--- config.mk ---
export PLATFORM = sky130hd
export DESIGN_NAME = execute
export DESIGN_NICKNAME = d
export VERILOG_FILES = /design/src/rtl/execute.sv
export SDC_FILE = /design/constraint.sdc
export NUM_CORES = 1
export LEC_CHECK = 0
export BUFFER_PORTS_ARGS = -buffer_cell sky130_fd_sc_hd__buf_2
export CAP_MARGIN = 30
export CORE_ASPECT_RATIO = 1.5
export CORE_MARGIN = 2
export CORE_UTILIZATION = 35
export CTS_BUF_LIST = sky130_fd_sc_hd__clkbuf_8
export CTS_CLUSTER_DIAMETER = 30
export DETAILED_ROUTE_END_ITERATION = 6
export SYNTH_ARGS = -nofsm -noshare
export SYNTH_HDL_FRONTEND = slang
export SYNTH_SLANG_ARGS = --single-unit
export TNS_END_PERCENT = 20
--- constraint.sdc ---
create_clock -name clk -period 11.8 [get_ports clk]
set_clock_uncertainty 0.2 [all_clocks]
set_input_delay 3.54 -clock clk [delete_from_list [all_inputs] [get_ports clk]]
set_output_delay 3.54 -clock clk [all_outputs]
set_load 0.03 [all_outputs]
--- src/rtl/execute.sv ---
// EX stage: operand forwarding, ALU, branch/jump resolution and the EX/MEM pipeline register.
// Redirect outputs are combinational; everything prefixed o_ex_ is registered.
module execute (
    input  logic        clk,
    input  logic        rst,
    input  logic        clk_en,
    input  logic        i_flush,
    input  logic [31:0] i_id_pc,
    input  logic [31:0] i_id_rs1_data,
    input  logic [31:0] i_id_rs2_data,
    input  logic [4:0]  i_id_rs1,
    input  logic [4:0]  i_id_rs2,
    input  logic [4:0]  i_id_reg_dest,
    input  logic [31:0] i_id_imm,
    input  logic [2:0]  i_id_funct3,
    input  logic [6:0]  i_id_funct7,
    input  logic [11:0] i_id_ctrl,
    input  logic        i_wb_reg_wr,
    input  logic [4:0]  i_wb_reg_dest,
    input  logic [31:0] i_wb_data,
    output logic        o_ex_mem_to_reg,
    output logic        o_ex_rw_sel,
    output logic        o_ex_reg_wr,
    output logic        o_ex_mem_rd,
    output logic        o_ex_mem_wr,
    output logic [31:0] o_ex_pc_plus_4,
    output logic [31:0] o_ex_alu_result,
    output logic [31:0] o_ex_reg_read_data2,
    output logic [4:0]  o_ex_reg_dest,
    output logic [2:0]  o_ex_funct3,
    output logic [6:0]  o_ex_funct7,
    output logic        o_branch_taken,
    output logic [31:0] o_branch_target
);

    // {rw_sel, mem_to_reg, mem_wr, mem_rd, reg_wr}
    logic [4:0]  ctrl_q, ctrl_d;
    logic [31:0] pc_plus_4_q, pc_plus_4_d;
    logic [31:0] alu_result_q, alu_result_d;
    logic [31:0] rd2_q, rd2_d;
    logic [4:0]  reg_dest_q, reg_dest_d;
    logic [2:0]  funct3_q, funct3_d;
    logic [6:0]  funct7_q, funct7_d;

    logic [31:0] rs1_fwd, rs2_fwd, op_a, op_b, alu_out, sra_res, pc_plus_4;
    logic [4:0]  shamt;
    logic [1:0]  alu_mode;
    logic        alt, cond, is_jump;

    // Loads in EX/MEM have no data yet, so only ALU producers forward from there.
    always_comb begin
        rs1_fwd = i_id_rs1_data;
        if (i_id_rs1 != 5'd0 && ctrl_q[0] && !ctrl_q[3] && reg_dest_q == i_id_rs1) begin
            rs1_fwd = alu_result_q;
        end else if (i_id_rs1 != 5'd0 && i_wb_reg_wr && i_wb_reg_dest == i_id_rs1) begin
            rs1_fwd = i_wb_data;
        end
        rs2_fwd = i_id_rs2_data;
        if (i_id_rs2 != 5'd0 && ctrl_q[0] && !ctrl_q[3] && reg_dest_q == i_id_rs2) begin
            rs2_fwd = alu_result_q;
        end else if (i_id_rs2 != 5'd0 && i_wb_reg_wr && i_wb_reg_dest == i_id_rs2) begin
            rs2_fwd = i_wb_data;
        end
    end

    assign op_a      = i_id_ctrl[6] ? i_id_pc : rs1_fwd;
    assign op_b      = i_id_ctrl[5] ? i_id_imm : rs2_fwd;
    assign shamt     = op_b[4:0];
    assign alu_mode  = i_id_ctrl[11:10];
    assign sra_res   = 32'($signed(op_a) >>> shamt);
    assign pc_plus_4 = i_id_pc + 32'd4;
    assign is_jump   = i_id_ctrl[8] | i_id_ctrl[9];

    always_comb begin
        alu_out = '0;
        // funct7[5] only means SUB in R-type; in I-type it only marks SRAI.
        alt = i_id_funct7[5] & ((alu_mode == 2'b01) | (i_id_funct3 == 3'b101));
        unique case (alu_mode)
            2'b00: alu_out = op_a + op_b;
            2'b11: alu_out = op_b;
            default: begin
                case (i_id_funct3)
                    3'b000: alu_out = alt ? op_a - op_b : op_a + op_b;
                    3'b001: alu_out = op_a << shamt;
                    3'b010: alu_out = {31'd0, $signed(op_a) < $signed(op_b)};
                    3'b011: alu_out = {31'd0, op_a < op_b};
                    3'b100: alu_out = op_a ^ op_b;
                    3'b101: alu_out = alt ? sra_res : op_a >> shamt;
                    3'b110: alu_out = op_a | op_b;
                    default: alu_out = op_a & op_b;
                endcase
            end
        endcase
    end

    always_comb begin
        case (i_id_funct3)
            3'b000:  cond = rs1_fwd == rs2_fwd;
            3'b001:  cond = rs1_fwd != rs2_fwd;
            3'b100:  cond = $signed(rs1_fwd) < $signed(rs2_fwd);
            3'b101:  cond = $signed(rs1_fwd) >= $signed(rs2_fwd);
            3'b110:  cond = rs1_fwd < rs2_fwd;
            3'b111:  cond = rs1_fwd >= rs2_fwd;
            default: cond = 1'b0;
        endcase
    end

    assign o_branch_taken  = (i_id_ctrl[7] & cond) | is_jump;
    assign o_branch_target = i_id_ctrl[9] ? ((rs1_fwd + i_id_imm) & ~32'd1) : i_id_pc + i_id_imm;

    always_comb begin
        ctrl_d       = ctrl_q;
        pc_plus_4_d  = pc_plus_4_q;
        alu_result_d = alu_result_q;
        rd2_d        = rd2_q;
        reg_dest_d   = reg_dest_q;
        funct3_d     = funct3_q;
        funct7_d     = funct7_q;
        if (clk_en) begin
            if (i_flush) begin
                ctrl_d       = '0;
                pc_plus_4_d  = '0;
                alu_result_d = '0;
                rd2_d        = '0;
                reg_dest_d   = '0;
                funct3_d     = '0;
                funct7_d     = '0;
            end else begin
                ctrl_d       = i_id_ctrl[4:0];
                pc_plus_4_d  = pc_plus_4;
                alu_result_d = is_jump ? pc_plus_4 : alu_out;
                rd2_d        = rs2_fwd;
                reg_dest_d   = i_id_reg_dest;
                funct3_d     = i_id_funct3;
                funct7_d     = i_id_funct7;
            end
        end
    end

    always_ff @(posedge clk) begin
        if (rst) begin
            ctrl_q       <= '0;
            pc_plus_4_q  <= '0;
            alu_result_q <= '0;
            rd2_q        <= '0;
            reg_dest_q   <= '0;
            funct3_q     <= '0;
            funct7_q     <= '0;
        end else begin
            ctrl_q       <= ctrl_d;
            pc_plus_4_q  <= pc_plus_4_d;
            alu_result_q <= alu_result_d;
            rd2_q        <= rd2_d;
            reg_dest_q   <= reg_dest_d;
            funct3_q     <= funct3_d;
            funct7_q     <= funct7_d;
        end
    end

    assign o_ex_reg_wr         = ctrl_q[0];
    assign o_ex_mem_rd         = ctrl_q[1];
    assign o_ex_mem_wr         = ctrl_q[2];
    assign o_ex_mem_to_reg     = ctrl_q[3];
    assign o_ex_rw_sel         = ctrl_q[4];
    assign o_ex_pc_plus_4      = pc_plus_4_q;
    assign o_ex_alu_result     = alu_result_q;
    assign o_ex_reg_read_data2 = rd2_q;
    assign o_ex_reg_dest       = reg_dest_q;
    assign o_ex_funct3         = funct3_q;
    assign o_ex_funct7         = funct7_q;

endmodule
* After elaboration in Yosys (flattened, before gate mapping) *
Index checks and enable logic that the tools add are counted.

storage, ports and cells
  bits of input ports = 207
  output and inout port bits = 149
  register bits after elaboration = 116
  word-level logic and storage cells = 79

cells by class
  $add $sub $neg = 5
  mux-type cells = 20
  reduce and logical (&&, ||, !) cells = 15
  $lt $le $gt $ge = 6
  equal/unequal tests = 15
  shift-type cells = 3
  bitwise gates (word level) = 8

operator list
  cell                                                                    number
  32-bit 2-to-1 mux                                                       13
  32-bit one-hot mux with 7 select lines                                  1
  32-bit less-than comparator                                             4
  32-bit adder                                                            3
  32-bit greater-or-equal comparator                                      2
  32-bit one-hot mux with 2 select lines                                  1
  32-bit by 3-bit adder with 32-bit output (second input constant)        1
  32-bit bitwise AND                                                      1
  32-bit equality test                                                    1
  32-bit != test                                                          1
  32-bit OR                                                               1
  32-bit by 5-bit left shift with 32-bit output                           1
  32-bit by 5-bit >> shifter with 32-bit output                           1
  32-bit by 5-bit >>> shifter with 32-bit output                          1
  32-bit subtractor                                                       1
  32-bit XOR                                                              1
  5-bit equality test                                                     4
  3-bit equality test (second input constant)                             4
  1-bit logical AND                                                       10
  5-bit 2-to-1 mux                                                        2
  5-bit nonzero test                                                      2
  7-bit 2-to-1 mux                                                        1
  3-bit by 2-bit equality test with 1-bit output (second input constant)  2
  1-bit one-hot mux with 6 select lines                                   1
  other kinds (9)                                                         12

* Logic depth before layout (Yosys ltp) *
Gate-level depths: netlist of run 1.

  depth in word-level cells = 12
  mapped depth = 25

* Worst setup path after synthesis of run 1 *
No wires, ideal clock.

  kind = input port to output port
  start point = input port i_id_rs2[1]
  end point = output port o_branch_taken
  path slack = -425 ps
  required time = 8060 ps
  cell stages on the path = 19
  data arrival time = 8485 ps
  cell sequence = or4_4 or2_2 nand4_1 buf_2 buf_2 mux2i_1 o21ai_0 inv_1 ha_1 nand4_1 nor2_1 and3_1 nand4_1 or3_1 o311a_1 mux2i_1 a21oi_1 xor2_1 o311ai_0

on the way
  word-level cells in the longest chain between the ends = 9

RTL lines
  what                                                           line    RTL
  from (decl)                                                    12      input logic [4:0] i_id_rs2,
  5-bit nonzero test                                             59, 61
  1-bit logical AND, on equally long branches (2 in series)      61, 59
  32-bit 2-to-1 mux / 1-bit logical AND (equally long branches)  61, 59
  32-bit 2-to-1 mux *                                            59      if (i_id_rs2 != 5'd0 && ctrl_q[0] && !ctrl_q[3] && reg_dest_q == i_id_rs2) begin
  32-bit greater-or-equal comparator (tied with other cells)     103     3'b111: cond = rs1_fwd >= rs2_fwd;
  1-bit one-hot mux with 6 select lines *                        97      case (i_id_funct3)
  1-bit bitwise AND *                                            108     assign o_branch_taken = (i_id_ctrl[7] & cond) | is_jump;
  1-bit OR *                                                     108
  to (decl)                                                      32      output logic o_branch_taken,

Mark *: on every way between the ends. The rest lies on a longest branch, timed or not.

* Final worst setup path of run 1 *
  start point = input port i_id_rs1[1]
  end point = output port o_branch_taken

on the way
  word-level cells in the longest chain between the ends = 9

RTL lines
  what                                                           line    RTL
  from (decl)                                                    11      input logic [4:0] i_id_rs1,
  5-bit nonzero test                                             53, 55
  1-bit logical AND, on equally long branches (2 in series)      55, 53
  32-bit 2-to-1 mux / 1-bit logical AND (equally long branches)  55, 53
  32-bit 2-to-1 mux *                                            53      if (i_id_rs1 != 5'd0 && ctrl_q[0] && !ctrl_q[3] && reg_dest_q == i_id_rs1) begin
  32-bit greater-or-equal comparator (tied with other cells)     103
  1-bit one-hot mux with 6 select lines *                        97
  1-bit bitwise AND *                                            108
  1-bit OR *                                                     108

Marked as above.

==> impl_metrics.env, run 1 <==
export IMPL_clk_pin_slew_worst_paths_ns=0.10
export IMPL_drc=2
export IMPL_finalSetupViolations=0
export IMPL_route_antenna_remaining_nets=0
export IMPL_intPower_w=0.00111
export IMPL_rsz0062_at_grt="true"
export IMPL_cp_max_fo=19
export IMPL_syn_inst=3137
export IMPL_coreArea_mm2=0.0621
export IMPL_pwr_share_clk=0.165
export IMPL_clock_latency_ns=0.51
export IMPL_hold_class="flip-flop to flip-flop"
export IMPL_cts_buffers=17
export IMPL_r2r_end="o_ex_alu_result[23]"
export IMPL_final_hold_viol_count=0
export IMPL_ys_flop_type="dfxtp_1"
export IMPL_postCtsHoldBufs=0
export IMPL_outcome="finished, violations left"
export IMPL_fin_util=0.427
export IMPL_fin_crit_sh=0.990
export IMPL_grt_busiest_layer="met2"
export IMPL_hold_start="o_ex_pc_plus_4[8]"
export IMPL_maxCapViolations=0
export IMPL_io_buffers=355
export IMPL_cts_root_buffer="clkbuf_8"
export IMPL_required_ns=8.06
export IMPL_slew_headroom=0.271
export IMPL_switchingPower_w=0.00137
export IMPL_synth_area_leaders="ha_1 (11%), dfxtp_1 (11%), mux2i_1 (8.2%)"
export IMPL_rr_startpoint="o_ex_reg_dest[2]"
export IMPL_hpwl_um=115000
export IMPL_synth_seq_cells=116
export IMPL_ys_seq_area_frac=0.106
export IMPL_crit_path_end_kind="output pin"
export IMPL_yosys_warnings=0
export IMPL_grt_remaining_overflow=0
export IMPL_initial_core_util=0.353
export IMPL_clock_sinks=116
export IMPL_arrival_ns=7.94
export IMPL_combinationalPowerShare=0.659
export IMPL_finalCriticalPeriod_ns=11.68
export IMPL_dieHeight_um=310
export IMPL_drive_gt1_frac=0.226
export IMPL_vias_per_cell=6.60
export IMPL_total_power_w=0.00249
export IMPL_drt_iter0_markers=3629
export IMPL_start_kind="input pin"
export IMPL_grtUsageMet1=0.456
export IMPL_syn2layout_area_growth_pct=21.2
export IMPL_wl_per_cell_um=32.8
export IMPL_worst_slew_pin_slew_ns=1.09
export IMPL_whs_path_depth=2
export IMPL_h_tree_depth=4
export IMPL_power_density_mw_per_mm2=93.7
export IMPL_critPathKind="input pin to output pin"
export IMPL_netlist_area_leader_share=0.110
export IMPL_layout_common_cells="buf_2 (352), nor2_1 (318), a21oi_1 (303)"
export IMPL_max_freq_mhz=85.6
export IMPL_grt_util_met3=0.0806
export IMPL_gr_usage_all_layers=0.427
export IMPL_avgSynthCellArea_um2=6.98
export IMPL_antenna_found_initial=7
export IMPL_tritoncts="built"
export IMPL_synth_cell_type_count=108
export IMPL_synth_edff_count=0
export IMPL_first_pass_iters=7
export IMPL_synthesis_nets=3539
export IMPL_die_area_mm2=0.0646
export IMPL_io_pins=356
export IMPL_setup_tns_ns=0
export IMPL_r2r_setup_slack_ns=5.35
export IMPL_seqPwrFrac=0.176
export IMPL_yosysTopAreaCell="ha_1"
export IMPL_min_to="o_ex_pc_plus_4[8]"
export IMPL_mostFrequentLayoutCell="buf_2"
export IMPL_synth_area_mm2=0.0219
export IMPL_drt_total_wl_um=143000
export IMPL_grt_max_degree=63
export IMPL_cts_buffer_depth=2
export IMPL_grtUsageMet2=0.705
export IMPL_nets=3948
export IMPL_irDropWorstVdd_v=0.0000671
export IMPL_r2r_cells=21
export IMPL_first_global_vias=27000
export IMPL_gp_congestion=1.09
export IMPL_grt_pass1_wl_um=198000
export IMPL_maxSlewViolCount=0
export IMPL_rows=112
export IMPL_routed_via_count=28800
export IMPL_async_flop_share=0
export IMPL_switching_share=0.552
export IMPL_power_leakage_nw=11.9
export IMPL_violations="DRC"
export IMPL_die_w_um=208
how the worst max path moves through the flow:
stage	from	slack, ns	endpoint	cells after the start
after floorplan	i_id_rs2[1]	0.20	o_branch_taken	19
after global placement	i_id_rs1[2]	-0.22	o_branch_target[31]	24
after detailed placement	i_id_rs1[2]	-0.25	o_branch_target[22]	24
after CTS	i_id_rs1[1]	0.003	o_branch_taken	20
after global routing	i_id_rs1[1]	-0.04	o_branch_target[30]	22
final	i_id_rs1[1]	0.12	o_branch_taken	21
cells in the mapped netlist, types with 53 or more instances:
cell and count:
nand2_1 278, a21o_1 53, xnor2_1 97, a22oi_1 57, ha_1 193, nor2_1 325, inv_1 149, a21oi_1 320
clkbuf_1 139, mux2i_1 180, a31oi_1 72, nand4_1 56, dfxtp_1 116, o21ai_0 200, nand3_1 55, nor3_1 76
metrics by stage:
| stage | setup slack (ns) | std cells | hold WS, ns | area [um^2] |
|---|---|---|---|---|
| after floorplan | 0.203 | 3137 | 0.391 | 21900 |
| after global placement | -0.224 | 4298 | 0.254 | 25500 |
| after detailed placement | -0.245 | 4301 | 0.256 | 25500 |
| after CTS | 0.00274 | 4334 | 0.271 | 26000 |
| after global routing | -0.0354 | 4358 | 0.289 | 26500 |
| final | 0.119 | 4370 | 0.269 | 26500 |
power groups by stage:
stage               Combinational, W  Clock [W]  Sequential, W
floorplan                   0.000919          0       0.000465
global placement             0.00154          0       0.000445
detailed placement           0.00154          0       0.000445
CTS                          0.00155   0.000408       0.000436
global route                 0.00170   0.000420       0.000438
finish                       0.00164   0.000410       0.000438
final cells by class:
cell class	count	area (um^2)
Antenna cell	13	32.5
Tap cell	798	998
Fill cell	6730	35500
Sequential cell	116	2320
Inverter	160	604
Multi-Input combinational cell	2643	18300
Clock inverter	15	156
Clock buffer	17	234
Timing Repair Buffer	608	3840
cells by family after synthesis:
group / synth area share
xor gates and xnor gates: 0.0572
muxes: 0.116
adders and majority gates: 0.112
and+or+nand+nor: 0.209
buffers and inverters: 0.0713
DFF: 0.106
AOI/OAI and AO/OA: 0.329
flip-flops by register name (all words and copies together), names as in the netlist:
| signal | count |
|---|---|
| o_ex_funct3 | 3 |
| o_ex_reg_dest | 5 |
| o_ex_funct7 | 7 |
| o_ex_reg_read_data2 | 32 |
| o_ex_pc_plus_4 | 32 |
| o_ex_alu_result | 32 |
| ctrl_q | 5 |
timing repair:
action / in CTS / in global routing
resized for setup: 17 / 61
endpoints found under the setup margin: 13 / 13
buffers inserted: 1 / 11
gates cloned: 0 / 3
endpoints found under the hold margin: 0 / 0
pin swaps: 2 / 21
critical path: stages:
cell      delay (ns)
buf_2           0.11
or4_4           0.59
o211ai_4        0.27
buf_12          0.14
or2_1           0.13
buf_12          0.16
buf_12          0.16
nor2_1          0.06
a31oi_2         0.21
ha_1            0.22
nand4_1         0.10
nor2_1          0.15
and3_1          0.19
nand4_1         0.12
or3_4           0.37
o311a_1         0.37
mux2i_1         0.15
a21oi_1         0.09
xor2_1          0.17
o311ai_2        0.40
buf_4           0.24
metal layers:
metal | routed length [um] | up-vias
met3 | 12200 | 725
met1 | 48700 | 13600
met4 | 17200 | 2
li1 | - | 12500
met2 | 65300 | 2077
met5 | 50 | -
Power figures use the tool's default switching activity.
==> run 2: changes to the inputs <==
- CTS_CLUSTER_DIAMETER: 30 -> default
- RECOVER_POWER: default -> 50
- clock period: 11.8 -> 12.9 ns (I/O delays scaled with it)
==> run 2 against run 1 <==
Setup slack improved by 0.053 ns. Critical path depth decreased by 3. First-iteration DRC count decreased by 7.2%. Flip-flop and latch count unchanged. The run ends with capacitance limit, slew limit left. Die area unchanged. Wire length decreased by 1.6%. Final cell count decreased by 2.2%. Power decreased by 11%. Via count decreased by 1.5%. Register-to-register slack improved by 0.59 ns. Global-route usage decreased by 0.93 points.
==> impl_metrics.env, run 2 (synthesis results as in run 1) <==
export IMPL_io_pins=356
export IMPL_grt_pass1_wl_um=195000
export IMPL_initial_core_util=0.353
export IMPL_total_power_w=0.00220
export IMPL_die_area_mm2=0.0646
export IMPL_slew_headroom=-1.05
export IMPL_max_freq_mhz=78.6
export IMPL_irDropWorstVdd_v=0.0000501
export IMPL_antenna_found_initial=9
export IMPL_gp_congestion=1.08
export IMPL_vias_per_cell=6.65
export IMPL_drt_total_wl_um=141000
export IMPL_io_buffers=355
export IMPL_drt_iter0_markers=3366
export IMPL_maxSlewViolCount=112
export IMPL_fin_util=0.408
export IMPL_slowest_stage="or4_4"
export IMPL_grt_remaining_overflow=0
export IMPL_gr_usage_all_layers=0.418
export IMPL_finalSetupViolations=0
export IMPL_min_to="o_ex_pc_plus_4[29]"
export IMPL_syn2layout_area_growth_pct=15.5
export IMPL_rr_startpoint="o_ex_reg_dest[4]"
export IMPL_arrival_ns=8.66
export IMPL_rows=112
export IMPL_cts_root_buffer="clkbuf_8"
export IMPL_first_global_vias=26800
export IMPL_cts_buffer_depth=2
export IMPL_grt_max_degree=63
export IMPL_hold_start="o_ex_pc_plus_4[29]"
export IMPL_die_w_um=208
export IMPL_clock_latency_ns=0.51
export IMPL_outcome="finished, violations left"
export IMPL_coreArea_mm2=0.0621
export IMPL_first_pass_iters=6
export IMPL_dieHeight_um=310
export IMPL_mostFrequentLayoutCell="a21oi_1"
export IMPL_worstPathCellList="buf_2 > or4_4 > nor2_2 > nor3_1 > buf_4 > a221oi_1 > nor2_2 > ha_1 > nand3_1 > or4b_1 > a31oi_2 > a31oi_1 > a21oi_1 > o21ai_0 > o21ai_0 > xnor2_1 > mux2i_1 > buf_2"
export IMPL_rsz0062_at_grt="false"
export IMPL_route_antenna_remaining_nets=0
export IMPL_crit_path_end_kind="output pin"
export IMPL_wl_per_cell_um=33.0
export IMPL_cts_buffers=17
export IMPL_power_leakage_nw=10.8
export IMPL_fin_crit_sh=0.987
export IMPL_whs_path_depth=2
export IMPL_layout_common_cells="a21oi_1 (319), nor2_1 (317), nand2_1 (278)"
export IMPL_worst_slew_pin_slew_ns=3.08
export IMPL_final_cells=4275
export IMPL_postCtsHoldBufs=0
export IMPL_violations="capacitance limit, slew limit"
export IMPL_nets=3859
export IMPL_final_hold_viol_count=0
export IMPL_hpwl_um=114000
export IMPL_clock_sinks=116
export IMPL_fillers=6884
export IMPL_dp_cells=4234
export IMPL_h_tree_depth=4
export IMPL_routed_via_count=28400
export IMPL_pre_cts_ws_ns=0.249
export IMPL_maxCapViolations=2
export IMPL_crit_path_max_incr_delay_ns=0.57
export IMPL_power_density_mw_per_mm2=87.0
export IMPL_cp_max_fo=5
export IMPL_drive_gt1_frac=0.160
export IMPL_hold_class="flip-flop to flip-flop"
export IMPL_setup_ws_ns=0.172
export IMPL_r2r_cells=19
export IMPL_drc=0
export IMPL_finalCriticalPeriod_ns=12.73
export IMPL_tritoncts="built"
export IMPL_setup_tns_ns=0
export IMPL_clk_pin_slew_worst_paths_ns=0.08
export IMPL_critPathKind="input pin to output pin"
export IMPL_r2r_setup_slack_ns=5.94
export IMPL_start_kind="input pin"
export IMPL_r2r_end="o_ex_alu_result[23]"
export IMPL_required_ns=8.83
## run 2: worst max path at each step
stage                     depth (start not counted)                  end   startpoint
final                                            18  o_branch_target[29]  i_id_rs1[1]
after global routing                             18  o_branch_target[29]  i_id_rs1[1]
after CTS                                        18  o_branch_target[29]  i_id_rs1[1]
after detailed placement                         21       o_branch_taken  i_id_rs1[0]
after global placement                           18  o_branch_target[29]  i_id_rs1[1]
after floorplan                                  19       o_branch_taken  i_id_rs2[1]
## run 2: report_power, final
| part | switching (W) | total [W] | internal [W] |
|---|---|---|---|
| clock network | 0.000205 | 0.000366 | 0.000161 |
| logic | 0.000971 | 0.00143 | 0.000463 |
| registers | 0.0000265 | 0.000401 | 0.000374 |
## run 2: area by class of cell
cell class                 count  area [um^2]  share of cell area
clock inverter                12          108             0.00425
timing repair buffer         519         2890               0.114
clock buffer                  19          262              0.0103
multi-input combinational   2643        18100               0.715
tap                          798          998              0.0395
sequential                   116         2320              0.0918
inverter                     160          604              0.0239
antenna                        8         20.0            0.000791
## run 2: layer usage
layer,wire length (um),up-vias,GRT usage
met5,41,-,0
met4,16600,6,0.410
met3,12600,626,0.0809
met2,63400,1955,0.687
met1,48500,13500,0.447
li1,-,12300,-
## run 2: timing repair
item / in CTS / in global routing
buffers inserted: 0 / 0
endpoints found under the setup margin: 0 / 4
resized for setup: 0 / 6
## run 2: critical path: cells and delay by family
kind            cells  cell delay, ns
simple gates        6            1.75
compound gates      6            1.80
fa+ha+maj           1            0.44
xor+xnor            1            0.12
mux                 1            0.16
buf+inv             3            0.51
## run 2: through the flow
step	hold WS [ns]	area, um^2
detailed placement	0.257	25000
finish	0.268	25300
global route	0.288	25300
floorplan	0.391	21900
global placement	0.253	25000
CTS	0.269	25400
